## src/rtl/mem_access_unit.sv

```systemverilog
// LC-3 data-memory load/store sequencer: one request in flight, LD/LDI/ST/STI with pointer chaining.
// Latency LD 3, LDI 5, ST 2, STI 4 (faults 1 or 3); req_ready only in IDLE, requests never queued.
module mem_access_unit #(
    parameter int MEM_WORDS = 1024
) (
    input  logic        clk,
    input  logic        rst_n,
    input  logic        req_valid,
    output logic        req_ready,
    input  logic [1:0]  req_op,
    input  logic [15:0] req_addr,
    input  logic [15:0] req_wdata,
    input  logic [2:0]  req_dst,
    output logic        resp_valid,
    output logic [15:0] resp_data,
    output logic [2:0]  resp_dst,
    output logic        resp_fault,
    output logic        load1Enable,
    output logic [15:0] raddr1,
    input  logic [15:0] rdata1,
    output logic        load2Enable,
    output logic [15:0] raddr2,
    input  logic [15:0] rdata2,
    output logic        writeEnable,
    output logic [15:0] writeAddress,
    output logic [15:0] writeData
);

    typedef enum logic [2:0] {IDLE, RD1, PTR, RD2, WR} state_t;

    localparam logic [1:0]  OP_LDI = 2'b01;
    localparam logic [1:0]  OP_ST  = 2'b10;
    localparam logic [16:0] LIMIT  = 17'(MEM_WORDS);

    function automatic logic out_of_range(input logic [15:0] a);
        return {1'b0, a} >= LIMIT;
    endfunction

    state_t      state_q, state_d;
    logic [1:0]  op_q, op_d;
    logic [15:0] wdata_q, wdata_d;
    logic [2:0]  dst_q, dst_d;
    logic        l1en_q, l1en_d, l2en_q, l2en_d, wen_q, wen_d;
    logic [15:0] raddr1_q, raddr1_d, raddr2_q, raddr2_d;
    logic [15:0] waddr_q, waddr_d, wdat_q, wdat_d;
    logic        rvld_q, rvld_d, rfault_q, rfault_d;
    logic [15:0] rdata_q, rdata_d;
    logic [2:0]  rdst_q, rdst_d;

    always_comb begin
        state_d  = state_q;
        op_d     = op_q;
        wdata_d  = wdata_q;
        dst_d    = dst_q;
        l1en_d   = 1'b0;
        l2en_d   = 1'b0;
        wen_d    = 1'b0;
        raddr1_d = raddr1_q;
        raddr2_d = raddr2_q;
        waddr_d  = waddr_q;
        wdat_d   = wdat_q;
        rvld_d   = 1'b0;
        rfault_d = 1'b0;
        rdata_d  = 16'h0;
        rdst_d   = rdst_q;

        case (state_q)
            IDLE: begin
                if (req_valid) begin
                    op_d    = req_op;
                    wdata_d = req_wdata;
                    dst_d   = req_dst;
                    if (out_of_range(req_addr)) begin
                        rvld_d   = 1'b1;
                        rfault_d = 1'b1;
                        rdst_d   = req_dst;
                    end else if (req_op == OP_ST) begin
                        wen_d   = 1'b1;
                        waddr_d = req_addr;
                        wdat_d  = req_wdata;
                        state_d = WR;
                    end else begin
                        l1en_d   = 1'b1;
                        raddr1_d = req_addr;
                        state_d  = req_op[0] ? PTR : RD1;
                    end
                end
            end
            // RD1/PTR/RD2 spend the strobe cycle waiting; read data is valid the cycle after.
            RD1: begin
                if (!l1en_q) begin
                    rvld_d  = 1'b1;
                    rdata_d = rdata1;
                    rdst_d  = dst_q;
                    state_d = IDLE;
                end
            end
            PTR: begin
                if (!l1en_q) begin
                    if (out_of_range(rdata1)) begin
                        rvld_d   = 1'b1;
                        rfault_d = 1'b1;
                        rdst_d   = dst_q;
                        state_d  = IDLE;
                    end else if (op_q == OP_LDI) begin
                        l2en_d   = 1'b1;
                        raddr2_d = rdata1;
                        state_d  = RD2;
                    end else begin
                        wen_d   = 1'b1;
                        waddr_d = rdata1;
                        wdat_d  = wdata_q;
                        state_d = WR;
                    end
                end
            end
            RD2: begin
                if (!l2en_q) begin
                    rvld_d  = 1'b1;
                    rdata_d = rdata2;
                    rdst_d  = dst_q;
                    state_d = IDLE;
                end
            end
            WR: begin
                rvld_d  = 1'b1;
                rdst_d  = dst_q;
                state_d = IDLE;
            end
            default: state_d = IDLE;
        endcase
    end

    always_ff @(posedge clk or negedge rst_n) begin
        if (!rst_n) begin
            state_q  <= IDLE;
            op_q     <= 2'b00;
            wdata_q  <= 16'h0;
            dst_q    <= 3'h0;
            l1en_q   <= 1'b0;
            l2en_q   <= 1'b0;
            wen_q    <= 1'b0;
            raddr1_q <= 16'h0;
            raddr2_q <= 16'h0;
            waddr_q  <= 16'h0;
            wdat_q   <= 16'h0;
            rvld_q   <= 1'b0;
            rfault_q <= 1'b0;
            rdata_q  <= 16'h0;
            rdst_q   <= 3'h0;
        end else begin
            state_q  <= state_d;
            op_q     <= op_d;
            wdata_q  <= wdata_d;
            dst_q    <= dst_d;
            l1en_q   <= l1en_d;
            l2en_q   <= l2en_d;
            wen_q    <= wen_d;
            raddr1_q <= raddr1_d;
            raddr2_q <= raddr2_d;
            waddr_q  <= waddr_d;
            wdat_q   <= wdat_d;
            rvld_q   <= rvld_d;
            rfault_q <= rfault_d;
            rdata_q  <= rdata_d;
            rdst_q   <= rdst_d;
        end
    end

    assign req_ready    = (state_q == IDLE);
    assign resp_valid   = rvld_q;
    assign resp_data    = rdata_q;
    assign resp_dst     = rdst_q;
    assign resp_fault   = rfault_q;
    assign load1Enable  = l1en_q;
    assign raddr1       = raddr1_q;
    assign load2Enable  = l2en_q;
    assign raddr2       = raddr2_q;
    assign writeEnable  = wen_q;
    assign writeAddress = waddr_q;
    assign writeData    = wdat_q;

endmodule

```

## config.mk

```make
export PLATFORM = sky130hd
export DESIGN_NAME = mem_access_unit
export DESIGN_NICKNAME = d
export VERILOG_FILES = /design/src/rtl/mem_access_unit.sv
export SDC_FILE = /design/constraint.sdc
export NUM_CORES = 1
export LEC_CHECK = 0
export CAP_MARGIN = 0
export CORE_MARGIN = 2
export CORE_UTILIZATION = 41
export DETAILED_ROUTE_END_ITERATION = 10
export PLACE_DENSITY = 0.75
export SYNTH_ARGS = -nofsm -noshare
export SYNTH_HDL_FRONTEND = slang
export SYNTH_SLANG_ARGS = --single-unit
```

## constraint.sdc

```tcl
create_clock -name clk -period 1.9 [get_ports clk]
set_input_delay 0.19 -clock clk [delete_from_list [all_inputs] [get_ports clk]]
set_output_delay 0.19 -clock clk [all_outputs]
set_load 0.05 [all_outputs]
```

# After elaboration in Yosys (flattened, before gate mapping)
# Cells that the tools add are included.
word_totals:
  register_bits: 112
  in_bits: 72
  out_inout_bits: 89
  wordCells: 103
op_classes:
  magnitude_cmp: 2
  n_eq_ne: 16
  n_mux: 57
  n_bitwise: 4
  reduce_logical: 9
ops:
  columns: ["op", "count"]
  rows:
  - ["2-to-1 mux 16 bit", 14]
  - ["one-hot mux 16 bit (2 select lines)", 3]
  - ["2-to-1 mux 3 bit", 14]
  - [">= comparator 16 x 11 -> 1 bit, second input constant", 2]
  - ["2-to-1 mux 1 bit", 20]
  - ["inequality test 2 bit, second input constant", 8]
  - ["one-hot mux 3 bit (5 select lines)", 1]
  - ["AND reduction 7 bit", 2]
  - ["one-hot mux 3 bit (4 select lines)", 1]
  - ["AND reduction 4 bit", 2]
  - ["equality test 3 x 2 -> 1 bit, second input constant", 2]
  - ["one-hot mux 1 bit (5 select lines)", 1]
  - ["AND reduction 5 bit", 1]
  - ["nonzero test 5 bit", 1]
  - ["inequality test 2 x 1 -> 1 bit, second input constant", 2]
  - ["NOT 1 bit", 4]
  - ["one-hot mux 1 bit (2 select lines)", 2]
  - ["equality test 3 x 1 -> 1 bit, second input constant", 1]
  - ["equality test 3 bit, second input constant", 1]
  - ["logical NOT 3 bit", 1]
  - ["equality test 2 x 1 -> 1 bit, second input constant", 1]
  - ["equality test 2 bit, second input constant", 1]
  - ["2-to-1 mux 2 bit", 1]
  - ["AND reduction 2 bit", 1]
  - ["nonzero test 2 bit", 1]

# Depth between registers and ports, before layout
# Gate-level depths: netlist of the first run.
depth:
  ltp_word: 5
  mapped_depth: 7

# Worst setup path after synthesis of the first run
# OpenSTA, ideal clock, no wires.
synth_path:
  path_type: "register to register"
  startpoint: "register state_q[2]"
  endpoint: "register raddr1_q[7] (netlist: raddr1[7])"
  setup_time_ns: 0.125
  t_arrival_ns: 2.319
  required_time_ns: 1.775
  setup_slack_ns: -0.544
  stages_incl_launch_ff: 8
  synth_period_minus_slack_ns: 2.444
  cell_sequence: "dfrtp_1 buf_2 nor3_2 and2_1 clkbuf_1 nand3_2 buf_2 mux2_4"
synth_via:
  elab_chain_len: 2
synth_rtl:
  columns: ["item", "line_no", "text"]
  rows:
  - ["start, declared", "39", "state_t state_q, state_d;"]
  - ["start signal, assigned", "152", "state_q <= state_d;"]
  - ["logical NOT 3 bit", null, null]
  - ["net req_ready", "9", "output logic req_ready,"]
  - ["AND reduction 4 bit (no source line)", null, null]
  - ["end signal, assigned", "159", "raddr1_q <= raddr1_d;"]
  - ["end, declared", "44", "logic [15:0] raddr1_q, raddr1_d, raddr2_q, raddr2_d;"]
# The timed path passes the listed nets, and every way through them passes these cells.
# A chain may end at the register's enable or synchronous reset.

# Worst setup path after layout of the first run
layout_path:
  startpoint: "register state_q[1]"
  endpoint: "register wdat_q[15] (netlist: writeData[15])"
layout_via:
  elab_chain_len: 3
  word_cells_on_any_way: 11
  cone_classes: "7 x eq/ne; 1 x mux; 3 x reduce/logical"
layout_rtl:
  columns: ["item", "line_no", "text"]
  rows:
  - ["equality test 3 x 2 -> 1 bit or logical NOT 3 bit (tied branches)", "67", "case (state_q)"]
  - ["inequality test 2 bit (no source line) (tied with other cells)", null, null]
  - ["AND reduction 7 bit (no source line)", null, null]
  - ["end signal, assigned", "162", "wdat_q <= wdat_d;"]
  - ["end, declared", "45", "logic [15:0] waddr_q, waddr_d, wdat_q, wdat_d;"]
# Parallel ways exist; a longest one is shown, timed or not.

==> results_dict.tcl, run 1 <==
set metrics [dict create \
    status "finished, violations left" \
    failed_checks "negative setup slack" \
    num_antenna_cells 0 \
    fin_skew_ps 9.864 \
    dp.cells 663 \
    worst-setup-path-type "reg -> reg" \
    clk_pin_slew_worst_paths_ps 70 \
    power_frac_comb_pct 18.6 \
    dr.first_iter.drc_count 180 \
    syn-cell-area_mm2 0.004653 \
    syn_nets 420 \
    pwr-share-seq_pct 47.8 \
    die-area_mm2 0.01222 \
    power_leakage_nw 3.374 \
    setup_ws_ps -29.60 \
    swShare_pct 27.44 \
    cts_buffers 9 \
    synth_warnings 0 \
    hpwlAfterDp_um 8904 \
    start_kind "register" \
    synth_cell_type_count 36 \
    finalSetupViolCount 26 \
    cts_root_buffer "clkbuf_16" \
    grt_use_total_pct 20.84 \
    grt_pass1_wl_um 20020 \
    io_pins 161 \
    fin_hold_ws_ps 137.9 \
    clk_latency_ps 350 \
    period_minus_slack_ps 1930 \
    die_w_um 110.5 \
    syn_inst 348 \
    fmax_ghz 0.5182 \
    htree_num_levels 3 \
    power_density_mw_per_mm2 750.2 \
    ant_nets 0 \
    slew_viol_final 0 \
    crit_family "simple AND/OR/NAND/NOR gates" \
    crit_required_ps 2140 \
    cap_viol_max_count 0 \
    cts_sinks 112 \
    power_switching_mw 1.488 \
    p_int_mw 3.936 \
    grt_pass1_vias 3770 \
    num_rows 38 \
    hold_path_class "in -> reg" \
    grt_max_degree 57 \
    p_total_mw 5.425 \
    avgSynthCellArea_um2 13.37 \
    crit_buf_inv 1 \
    synth_seq_area_share_pct 60.23 \
    crit_chain "or4b_4 -> o22ai_4 -> and3_4 -> clkbuf_16 -> mux2_4" \
    ys_ff_latch 112 \
    tightestPinTransition_ps 558.0 \
    p_clk_share_pct 33.6 \
    ir_worst_vdd_v 0.0005393 \
    antenna_found_initial 0 \
    drc 0 \
    slowest_delay_ps 500 \
    via_count 3445 \
    drtPass1Iterations 6 \
    final_cells 689 \
    final_nets 616 \
    fin_crit_sh_pct 101.6 \
    rsz0062_at_grt "yes" \
    max_slew_margin_pct 62.68 \
    wl_um 12620 \
    die_y_um 110.5 \
    end_kind "register" \
    cts_tree "built" \
    initial_core_util_pct 42.55 \
    cp.arrival_ps 2170 \
    port_buffers 160 \
    place_congestion 0.7700 \
    grt_overflow 0 \
    viasPerCell 5.000 \
    fp.coreArea_mm2 0.01094 \
    area_growth_pct 55.39 \
    crit_slowest_cell "or4b_4" \
    cts_buffer_depth 2 \
    final_layout_size_suffix_gt1_share_pct 28.60 \
    cp_max_fo 5 \
    hold_viol 0 \
    wl_per_cell_um 18.31 \
]
-- through the flow --
step	cell area (um2)	TNS, ps	utilization (%)	worst slack [ps]
finish	7231	-399.2	66.12	-29.60
global route	7231	-1934	66.12	-87.85
CTS	7132	-988.6	65.22	-72.96
detailed placement	6746	-22750	61.69	-499.7
global placement	6746	-20040	61.69	-436.4
floorplan	4802	-473.7	-	-94.46
-- worst reg2reg max path, stage by stage (launching register included) --
cell       delay [ps]
dfrtp_1           390
or4b_4            500
o22ai_4           130
and3_4            320
clkbuf_16         190
mux2_4            290
-- cells in the mapped netlist, drive strengths merged --
| master | n | area share (%) |
|---|---|---|
| dfrtp | 112 | 60 |
| mux2 | 81 | 20 |
| nand2 | 61 | 4.9 |
| a22o | 16 | 3.0 |
| and2 | 13 | 1.7 |
| buf | 9 | 1.5 |
| clkbuf | 9 | 0.73 |
| nor2b | 9 | 1.2 |
| nor3 | 4 | 0.78 |
| nand2b | 3 | 0.40 |
| nor2 | 3 | 0.40 |
| nor3b | 3 | 0.81 |
| o22ai | 3 | 0.40 |
| a21oi | 2 | 0.22 |
| and3 | 2 | 0.27 |
| inv | 2 | 0.16 |
| nand3 | 2 | 0.43 |
| o211ai | 2 | 0.32 |
| or4 | 2 | 0.48 |
| a22oi | 1 | 0.16 |
| and2b | 1 | 0.16 |
| mux2i | 1 | 0.22 |
| nand3b | 1 | 0.16 |
| o221ai | 1 | 0.32 |
| o41ai | 1 | 0.35 |
| or2 | 1 | 0.13 |
| or3b | 1 | 0.19 |
| or4b | 1 | 0.22 |
| xnor2 | 1 | 0.19 |
-- cells by family after synthesis --
kind of cell | after synthesis | synth area share [%]
AOI/OAI and AO/OA | 26 | 4.786
xor gates and xnor gates | 1 | 0.1883
buffers and inverters | 20 | 2.420
DFF | 112 | 60.23
muxes | 82 | 20.06
and+or+nand+nor | 107 | 12.32
-- final cells by class --
class / count / area, um2
Multi-Input combinational cell: 216 / 1908
Tap cell: 140 / 175.2
Inverter: 2 / 7.507
Sequential cell: 112 / 2803
Clock inverter: 4 / 27.53
Fill cell: 827 / 3705
Clock buffer: 12 / 256.5
Timing Repair Buffer: 203 / 2053
-- metal layers --
| metal | GRT usage, % | share of wire (%) |
|---|---|---|
| met5 | 0 | 0 |
| met4 | 7.417 | 1.7 |
| met3 | 7.574 | 8.6 |
| met2 | 33.74 | 48 |
| met1 | 25.81 | 42 |
-- state kept, by name, indices dropped and copies added (netlist names) --
| name | cells |
|---|---|
| op_q | 2 |
| resp_valid | 1 |
| resp_fault | 1 |
| resp_dst | 3 |
| state_q | 3 |
| load2Enable | 1 |
| resp_data | 16 |
| dst_q | 3 |
| load1Enable | 1 |
| writeAddress | 16 |
| wdata_q | 16 |
| raddr2 | 16 |
| writeEnable | 1 |
| raddr1 | 16 |
| writeData | 16 |
-- power by group through the flow --
stage               sequential (mW)  combinational [mW]  clock, mW
finish                         2.59                1.01       1.82
global route                   2.60                1.07       1.95
CTS                            2.59                1.01       1.85
detailed placement             2.63                1.00          0
global placement               2.63               0.983          0
floorplan                      2.92               0.224          0
-- final timing paths --
path | from | end | slack (ps) | depth (start not counted)
min | rdata1[10] | resp_data[10]$_DFF_PN0_ | 140 | 2
max | state_q[1]$_DFFE_PN0P_ | writeData[15]$_DFFE_PN0P_ | -30 | 5
max in group asynchronous | rst_n | resp_data[12]$_DFF_PN0_ | 890 | 3
min reg2reg | wdata_q[2]$_DFFE_PN0P_ | wdata_q[2]$_DFFE_PN0P_ | 480 | 2
max reg2reg | state_q[1]$_DFFE_PN0P_ | writeData[15]$_DFFE_PN0P_ | -30 | 5
min in group asynchronous | rst_n | wdata_q[5]$_DFFE_PN0P_ | 320 | 2
-- placed cells by master (no fill, tap or decap), types with 5 or more instances in the layout --
master           Yosys  routed
a22o_1              16      16
and2_1              13      12
buf_12               0       5
buf_4                3      32
clkbuf_16            0      10
clkdlybuf4s50_1      0     150
dfrtp_1            112     112
dlymetal6s2s_1       0       5
mux2_2              53      49
mux2_4               3      30
nand2_1             61      61
nor2b_1              9       9
-- repair_timing --
item,CTS,global route
pin swaps,2,7
setup buffers,3,4
hold buffers,1,0
cloned,1,1
endpoints found under the setup margin,26,31
resized for setup,14,12
endpoints found under the hold margin,32,0
(Power assumes the default switching activity.)
==> inputs of run 2 (changes only) <==
Settings changed: CORE_UTILIZATION 41 to 42, CTS_BUF_LIST from default to sky130_fd_sc_hd__clkbuf_2 sky130_fd_sc_hd__clkbuf_4 sky130_fd_sc_hd__clkbuf_8, PLACE_DENSITY 0.75 to 0.77.
==> run 2 against run 1 <==
The run still ends with negative setup slack left. Via count shrank 1.7%. Clock skew grew 0.64 ps. Cell count shrank 1.5%. Sequential share of layout area grew 0.92 points. Sequential power is essentially flat. Global-route usage grew 1.1 points. Cell area shrank 2.3%. Setup slack lost 4.0 ps. First-iteration DRC count shrank 52%. Clock power shrank 25%. Critical path type unchanged.
==> results_dict.tcl, run 2 (same netlist as run 1, synthesis figures left out) <==
set metrics [dict create \
    status "finished, violations left" \
    failed_checks "negative setup slack" \
    grt_pass1_vias 3686 \
    wl_per_cell_um 18.28 \
    fin_skew_ps 10.50 \
    via_count 3388 \
    crit_slowest_cell "or4b_4" \
    period_minus_slack_ps 1934 \
    dr.first_iter.drc_count 86 \
    ir_worst_vdd_v 0.0003210 \
    r2r-end "writeData[10]$_DFFE_PN0P_" \
    rrSetupSlack_ps -30 \
    fmax_ghz 0.5172 \
    slowest_delay_ps 500 \
    tightestPinTransition_ps 553.8 \
    start_kind "register" \
    grt_use_total_pct 21.93 \
    num_antenna_cells 0 \
    slew_viol_final 0 \
    io_pins 161 \
    die-area_mm2 0.01194 \
    fin_hold_ws_ps 154.2 \
    cts_root_buffer "clkbuf_8" \
    antenna_found_initial 0 \
    grt_max_degree 70 \
    drc 0 \
    final_cell_area_mm2 0.007066 \
    rr_worst_depth 5 \
    cap_viol_max_count 0 \
    clk_pin_slew_worst_paths_ps 100 \
    setup_ws_ps -33.65 \
    worst-setup-path-type "reg -> reg" \
    final_util_pct 65.18 \
    cp-startpoint "state_q[1]$_DFFE_PN0P_" \
    power_leakage_nw 3.239 \
    port_buffers 160 \
    place_area_mm2 0.006769 \
    fp.coreArea_mm2 0.01084 \
    num_rows 38 \
    cts_sinks 112 \
    fin_crit_sh_pct 101.8 \
    cp_max_fo 10 \
    crit_required_ps 2150 \
    htree_num_levels 3 \
    cts_buffers 9 \
    ant_nets 0 \
    power_density_mw_per_mm2 702.2 \
    timing.rr.start "state_q[1]$_DFFE_PN0P_" \
    hold_path_class "in -> async" \
    drtPass1Iterations 4 \
    hold_viol 0 \
    clk_latency_ps 360 \
    final_layout_size_suffix_gt1_share_pct 27.83 \
    die_y_um 109.3 \
    grt_overflow 0 \
    final_common_cell "clkdlybuf4s50_1" \
    die_w_um 109.3 \
    final_cell_mix "156 x clkdlybuf4s50_1, 111 x dfrtp_1, 61 x nand2_1" \
    grt_pass1_wl_um 19610 \
    cts_buffer_depth 2 \
    cp.arrival_ps 2180 \
    viasPerCell 4.990 \
    finalSetupViolCount 23 \
    initial_core_util_pct 42.92 \
    max_slew_margin_pct 62.96 \
    cts_tree "built" \
    place_congestion 0.7968 \
    crit_chain "or4b_4 -> o22ai_4 -> and3_4 -> buf_12 -> mux2_4" \
    post-place-ws_ps -450.1 \
    rsz0062_at_grt "yes" \
    end_kind "register" \
    hpwlAfterDp_um 8961 \
    area_growth_pct 51.84 \
    wl_um 12410 \
    final_nets 607 \
]
## run 2: where the power goes
group / total (mW) / internal (mW) / switching [mW]
Sequential: 2.59 / 2.51 / 0.0781
Clock: 1.37 / 0.613 / 0.752
Combinational: 1.01 / 0.461 / 0.546
## run 2: worst max-delay path, delay by kind of cell (launching register included)
kind	cells	cell delay (ps)
AOI/OAI and AO/OA	1	170
buffers and inverters	1	170
DFF	1	390
muxes	1	300
and+or+nand+nor	2	790
## run 2: worst max path at each step
stage               cells past startpoint                     endpoint  slack, ps
floorplan                               7        raddr1[7]$_DFFE_PN0P_        -90
global placement                        6     writeData[0]$_DFFE_PN0P_       -410
detailed placement                      6     writeData[1]$_DFFE_PN0P_       -450
CTS                                     5  writeAddress[9]$_DFFE_PN0P_        -50
global route                            5    writeData[14]$_DFFE_PN0P_       -100
finish                                  5    writeData[10]$_DFFE_PN0P_        -30
## run 2: metrics by stage
| stage | setup TNS (ps) | total power, mW | cells |
|---|---|---|---|
| after floorplan | -473.7 | 3.147 | 348 |
| after global placement | -17060 | 3.612 | 661 |
| after detailed placement | -19100 | 3.638 | 661 |
| after CTS | -542.8 | 5.013 | 678 |
| after global routing | -2345 | 5.167 | 679 |
| final | -508.7 | 4.962 | 679 |
## run 2: repair_timing
| action | in CTS | in global routing |
|---|---|---|
| endpoints found under the setup margin | 27 | 46 |
| pin swaps | 2 | 3 |
| hold buffers | 1 | 0 |
| gates resized for setup | 8 | 9 |
| hold endpoints to repair | 112 | 0 |
| cloned | 1 | 0 |
| setup buffers | 0 | 1 |
## run 2: metal layers
metal / GRT usage (%) / vias up / share of wire, %
li1: - / 1564 / -
met1: 27.33 / 1719 / 41
met2: 38.42 / 89 / 53
met3: 3.646 / 16 / 4.1
met4: 7.866 / 0 / 1.9
met5: 0 / - / 0
## run 2: layout make-up
type | instances | area, um2
timing repair buffer | 194 | 1984
sequential | 112 | 2804
tap | 140 | 175.2
clock inverter | 2 | 12.51
clock buffer | 13 | 178.9
fill | 815 | 3775
inverter | 2 | 7.507
multi-input combinational | 216 | 1903
==> inputs of run 3 (changes only) <==
Settings changed: CTS_CLUSTER_DIAMETER from default to 120.
==> results of run 3 <==
No change in the layout: final DEF, timing and power equal those of run 2.
